`config.mk`:
```
export PLATFORM = sky130hd
export DESIGN_NAME = stream_arbiter_unit
export DESIGN_NICKNAME = d
export VERILOG_FILES = /design/src/rtl/stream_xbar_pkg.sv /design/src/rtl/rr_arbiter.sv /design/src/rtl/stream_arbiter_unit.sv
export SDC_FILE = /design/constraint.sdc
export NUM_CORES = 1
export LEC_CHECK = 0
export BUFFER_PORTS_ARGS = -buffer_cell sky130_fd_sc_hd__clkbuf_2
export CORE_AREA = 4 4 41 43
export DETAILED_ROUTE_END_ITERATION = 12
export DIE_AREA = 0 0 45 47
export PLACE_DENSITY = 0.55
export REMOVE_ABC_BUFFERS = 1
export SLEW_MARGIN = 20
export SYNTH_ARGS = -nofsm -noshare
export SYNTH_HDL_FRONTEND = slang
export SYNTH_SLANG_ARGS = --single-unit
export TNS_END_PERCENT = 100
```
`constraint.sdc`:
```
create_clock -name clk_i -period 1.1 [get_ports clk_i]
set_clock_uncertainty 0.15 [all_clocks]
set_input_delay 0.22 -clock clk_i [delete_from_list [all_inputs] [get_ports clk_i]]
set_output_delay 0.22 -clock clk_i [all_outputs]
set_load 0.05 [all_outputs]
```
`src/rtl/stream_xbar_pkg.sv`:
```
// stream_xbar_pkg: definitions shared by the stream crossbar arbiter files.
//   arb_state_t - per-output arbiter FSM state
//   id_width    - width of an input-stream (grant) index
//   dest_width  - width of an output-stream (destination) index
package stream_xbar_pkg;

    typedef enum logic {
        ARB_IDLE = 1'b0,
        ARB_BUSY = 1'b1
    } arb_state_t;

    function automatic int id_width(input int s_count);
        return $clog2(s_count);
    endfunction

    function automatic int dest_width(input int m_count);
        return $clog2(m_count);
    endfunction

endpackage

```
`src/rtl/rr_arbiter.sv`:
```
// rr_arbiter: packet arbiter for a single output port.
// Picks one requesting input while idle and keeps that grant locked until
// the winner's last beat is accepted by the output.
// Configuration macro: STREAM_ARB_ROUND_ROBIN_EN
//   defined   - round-robin search starting at a rotating pointer
//   undefined - fixed priority, lowest requesting index wins (no pointer)
// Ports:
//   clk    in  1  rising-edge clock
//   rst_n  in  1  asynchronous active-low reset
//   req    in  S  per-input request addressed to this output
//   last   in  S  per-input last-beat flag
//   ready  in  1  this output accepts a beat
//   grant  out W  registered index of the owning input
//   busy   out 1  grant is valid and locked
module rr_arbiter
    import stream_xbar_pkg::*;
#(
    parameter  int S_DATA_COUNT = 2,
    localparam int T_ID___WIDTH = id_width(S_DATA_COUNT)
) (
    input  logic                    clk,
    input  logic                    rst_n,
    input  logic [S_DATA_COUNT-1:0] req,
    input  logic [S_DATA_COUNT-1:0] last,
    input  logic                    ready,
    output logic [T_ID___WIDTH-1:0] grant,
    output logic                    busy
);

    localparam int unsigned             S_N     = S_DATA_COUNT;
    localparam logic [T_ID___WIDTH-1:0] LAST_ID = T_ID___WIDTH'(S_DATA_COUNT - 1);

    arb_state_t              state_q, state_d;
    logic [T_ID___WIDTH-1:0] grant_q, grant_d;
    logic [T_ID___WIDTH-1:0] winner;
    logic                    pkt_done;

    // req already includes the destination match, so this is the full
    // valid && last && ready && dest==this-output handshake of the owner.
    assign pkt_done = req[grant_q] && last[grant_q] && ready;

`ifdef STREAM_ARB_ROUND_ROBIN_EN
    logic [T_ID___WIDTH-1:0] ptr_q, ptr_d;
    int unsigned             dist;
    int unsigned             best;

    // Winner is the requester at the smallest wrapped distance from ptr.
    always_comb begin
        winner = '0;
        best   = S_N;
        dist   = 0;
        for (int unsigned i = 0; i < S_N; i++) begin
            dist = (i >= 32'(ptr_q)) ? i - 32'(ptr_q) : i + S_N - 32'(ptr_q);
            if (req[i] && dist < best) begin
                best   = dist;
                winner = T_ID___WIDTH'(i);
            end
        end
    end

    always_comb begin
        ptr_d = ptr_q;
        if (state_q == ARB_BUSY && pkt_done)
            ptr_d = (grant_q == LAST_ID) ? '0 : grant_q + 1'b1;
    end

    always_ff @(posedge clk or negedge rst_n) begin
        if (!rst_n) ptr_q <= '0;
        else        ptr_q <= ptr_d;
    end
`else
    logic found;

    always_comb begin
        winner = '0;
        found  = 1'b0;
        for (int unsigned i = 0; i < S_N; i++) begin
            if (req[i] && !found) begin
                found  = 1'b1;
                winner = T_ID___WIDTH'(i);
            end
        end
    end
`endif

    always_comb begin
        state_d = state_q;
        grant_d = grant_q;
        case (state_q)
            ARB_IDLE: begin
                if (|req) begin
                    grant_d = winner;
                    state_d = ARB_BUSY;
                end
            end
            ARB_BUSY: begin
                if (pkt_done) state_d = ARB_IDLE;
            end
            default: state_d = ARB_IDLE;
        endcase
    end

    always_ff @(posedge clk or negedge rst_n) begin
        if (!rst_n) begin
            state_q <= ARB_IDLE;
            grant_q <= '0;
        end else begin
            state_q <= state_d;
            grant_q <= grant_d;
        end
    end

    assign grant = grant_q;
    assign busy  = (state_q == ARB_BUSY);

endmodule

```
`src/rtl/stream_arbiter_unit.sv`:
```
// stream_arbiter_unit: per-output packet arbiters for the stream crossbar.
// Builds one request vector per output from the input destinations and
// instantiates one rr_arbiter per output.
// Configuration macro: STREAM_ARB_ROUND_ROBIN_EN (round-robin when defined,
// fixed lowest-index priority otherwise).
// Ports:
//   clk_i            in  1                 rising-edge clock
//   rst_in           in  1                 asynchronous active-low reset
//   s_dest_i         in  [DEST] x S        destination of each input
//   s_valid_i        in  S                 input beat valid
//   s_last_i         in  S                 input beat is last of packet
//   m_ready_i        in  M                 output accepts a beat
//   grant_o          out [ID] x M          input owning each output
//   arbiter_ready_o  out M                 grant valid and locked
module stream_arbiter_unit
    import stream_xbar_pkg::*;
#(
    parameter  int S_DATA_COUNT = 2,
    parameter  int M_DATA_COUNT = 3,
    localparam int T_ID___WIDTH = id_width(S_DATA_COUNT),
    localparam int T_DEST_WIDTH = dest_width(M_DATA_COUNT)
) (
    input  logic                    clk_i,
    input  logic                    rst_in,
    input  logic [T_DEST_WIDTH-1:0] s_dest_i        [S_DATA_COUNT],
    input  logic [S_DATA_COUNT-1:0] s_valid_i,
    input  logic [S_DATA_COUNT-1:0] s_last_i,
    input  logic [M_DATA_COUNT-1:0] m_ready_i,
    output logic [T_ID___WIDTH-1:0] grant_o         [M_DATA_COUNT],
    output logic [M_DATA_COUNT-1:0] arbiter_ready_o
);

    localparam int unsigned S_N = S_DATA_COUNT;
    localparam int unsigned M_N = M_DATA_COUNT;

    logic [S_DATA_COUNT-1:0] req [M_DATA_COUNT];

    always_comb begin
        for (int unsigned j = 0; j < M_N; j++) begin
            for (int unsigned i = 0; i < S_N; i++) begin
                req[j][i] = s_valid_i[i] && (s_dest_i[i] == T_DEST_WIDTH'(j));
            end
        end
    end

    for (genvar j = 0; j < M_DATA_COUNT; j++) begin : g_out
        rr_arbiter #(
            .S_DATA_COUNT(S_DATA_COUNT)
        ) u_arb (
            .clk   (clk_i),
            .rst_n (rst_in),
            .req   (req[j]),
            .last  (s_last_i),
            .ready (m_ready_i[j]),
            .grant (grant_o[j]),
            .busy  (arbiter_ready_o[j])
        );
    end

endmodule

```
==> reports/metrics.csv <==
stage,metric,value,unit
outcome,status,"finished, violations left",
outcome,violations,negative setup slack,
clocking,path_clk_slew,50,ps
layout,regArea,150.1,um2
die,num_rows,13,
synth,synth_top_area_share,0.3934,
layout,diodes,0,
layout,syn_to_final_growth,68.85,%
flow_run,drv_cap,0,
worst_setup_path,path_cells,buf_8,
die,core_area,1301,um2
worst_setup_path,crit_slowest_cell,dfrtp_1,
synth,synth_top_cell_by_area,dfrtp_1,
place,place.gp.congestion,0.7162,
global_route,grt_pass1_wl,1.766,mm
detailed_routing,num_vias,409,
synth,avgSynthCellArea,9.785,um2
global_route,antenna_found_initial,0,
worst_setup_path,cp_slowest_stage_delay,410,ps
die,io_pins,19,
layout,fin_nets,83,
synth,synthFlopType,dfrtp_1,
place,hpwlAfterDp,791.1,um
place,pre_cts_ws,-140.6,ps
timing,hold_violations,0,
detailed_routing,wl_per_cell,12.57,um
place,io_buffers,18,
detailed_routing,wl,1.043,mm
timing,fmax,0.8384,GHz
global_route,grt_max_degree,7,
clocking,cts_buffers,3,
detailed_routing,ant_nets,0,
layout,fill_cells,129,
worst_setup_path,rr_startpoint,g_out[2].u_arb.grant,
synth,netlist_top_cells_count,"buf_4, dfrtp_1, nand3b_1",
synth,ys_warn_count,0,
synth,synthTopCellsByArea,"dfrtp_1, buf_4, nand3b_1",
clocking,cts_buffer_depth,2,
synth,synth_cell_types,12,
synth,ys_seq_area_frac,0.3934,
worst_setup_path,crit_path_start_kind,flop,
worst_setup_path,critPathArrivalTime,820,ps
clocking,cts_tree,done,
worst_setup_path,cp.required,730,ps
timing,worstMarginPinSlew,167.3,ps
global_route,grt_pass1_vias,402,
timing,holdWs,173.2,ps
synth,synth_cells,39,
detailed_routing,firstDrtPassIters,4,
power_and_ir_drop,power_density,2195,nW/um2
timing,period_needed,1193,ps
clocking,cts_sinks,6,
clocking,clockRootBuffer,clkbuf_4,
worst_setup_path,crit_buf_inv,1,
global_route,track_usage,0.1192,
die,dieArea,2115,um2
die,die_x,45,um
timing,setup_violations,10,
worst_setup_path,endpoint_kind,output pin,
die,die_h,47,um
layout,multi_input_area,177.7,um2
hold_path,hold_start,s_dest_i[3],
global_route,grt_overflow,0,
worst_setup_path,cp_top_family,flip-flops,
detailed_routing,drc,0,
layout,drive_gt1_frac,0.5588,
detailed_routing,dr.first_iter.drc_count,7,
synth,synth-edff-count,0,
timing,setup_ws,-92.68,ps
worst_setup_path,critPathMaxFanout,4,
timing,finalMaxSlewViolations,0,
power_and_ir_drop,p_leak,0.0003024,uW
synth,async_flop_share,1.000,
hold_path,worstHoldPathType,in2reg,
synth,synthesis.area,381.6,um2
detailed_routing,via_per_inst,4.928,
die,initial_utilization,0.2933,
worst_setup_path,critPathLaunch,g_out[0].u_arb.grant,
worst_setup_path,crit_type,reg2out,
synth,yosys_register_bits,6,
timing,slew_headroom,0.8885,
clocking,htreeDepth,1,
timing,rsz0062_at_grt,yes,
power_and_ir_drop,peakVddDrop,1.142,mV
clocking,insertion_delay,240,ps
timing,fin_crit_sh,1.084,
-- worst min-delay path: cells and delay by family --
family | cells | cell delay (ps)
compound gates | 1 | 80
buf+inv | 1 | 90
simple gates | 1 | 130
-- logic make-up after synthesis --
group | count (synthesis) | share of synthesized area
buf+inv | 9 | 0.1475
compound gates | 9 | 0.1672
simple gates | 15 | 0.2918
flops | 6 | 0.3934
-- layout by cell type, fill, tap and decap left out --
cell type       n
a31oi_1         3
buf_4          11
buf_6           2
buf_8           5
clkbuf_2       12
clkbuf_4        3
clkbuf_8        1
dfrtp_1         6
dlygate4sd3_1   1
inv_1           3
nand3b_1        4
nand4_1         3
nand4b_1        3
nor2_1          1
nor2_2          2
o22a_1          3
o22ai_1         3
or3b_4          2
-- registers in the layout (all words and copies together), names as in the netlist --
register           flops
g_out.u_arb.grant      3
g_out.u_arb.busy       3
-- power by group --
| part | internal [uW] | total, uW | switching [uW] |
|---|---|---|---|
| combinational | 411 | 835 | 423 |
| clock | 123 | 204 | 80.1 |
| sequential | 296 | 376 | 79.5 |
-- metrics by stage --
step	setup TNS (ps)	area [um2]	cells	power, uW	util
2_1_floorplan	-882.0	336.6	33	742.9	-
3_3_place_gp	-263.7	498.0	73	913.3	0.3827
3_5_place_dp	-345.7	498.0	73	917.0	0.3827
4_1_cts	-705.0	623.1	82	1348	0.4788
5_1_grt	-1110	644.4	83	1497	0.4952
6_report	-657.6	644.4	83	1414	0.4952
-- final timing paths --
kind	to	slack (ps)	cells past startpoint
worst min register to register	g_out[0].u_arb.grant	440	1
worst max-delay path	grant_o[2]	-90	1
worst min-delay path	g_out[0].u_arb.busy	170	3
worst max register to register	g_out[2].u_arb.busy	-80	4
max in group asynchronous	g_out[0].u_arb.grant	450	2
min in group asynchronous	g_out[2].u_arb.grant	190	2
-- what timing repair did --
item	in CTS	in global routing
endpoints found under the hold margin	6	0
hold buffers	1	0
setup endpoints to repair	6	11
setup buffers	5	1
gates resized for setup	13	7
pin swaps	1	2
-- cell type report --
type	instances	area share
Clock buffer	3	0.03495
Sequential cell	6	0.2330
Timing Repair Buffer	32	0.4097
Inverter	3	0.01748
Multi-Input combinational cell	24	0.2757
Tap cell	15	0.02913
-- per-layer routing --
metal	GRT usage	up-vias	share of wire
li1	-	205	-
met1	0.1528	190	0.43
met2	0.1780	12	0.49
met3	0.06130	2	0.067
met4	0.02924	0	0.0086
met5	0	-	0
Power figures use the tool's default switching activity.
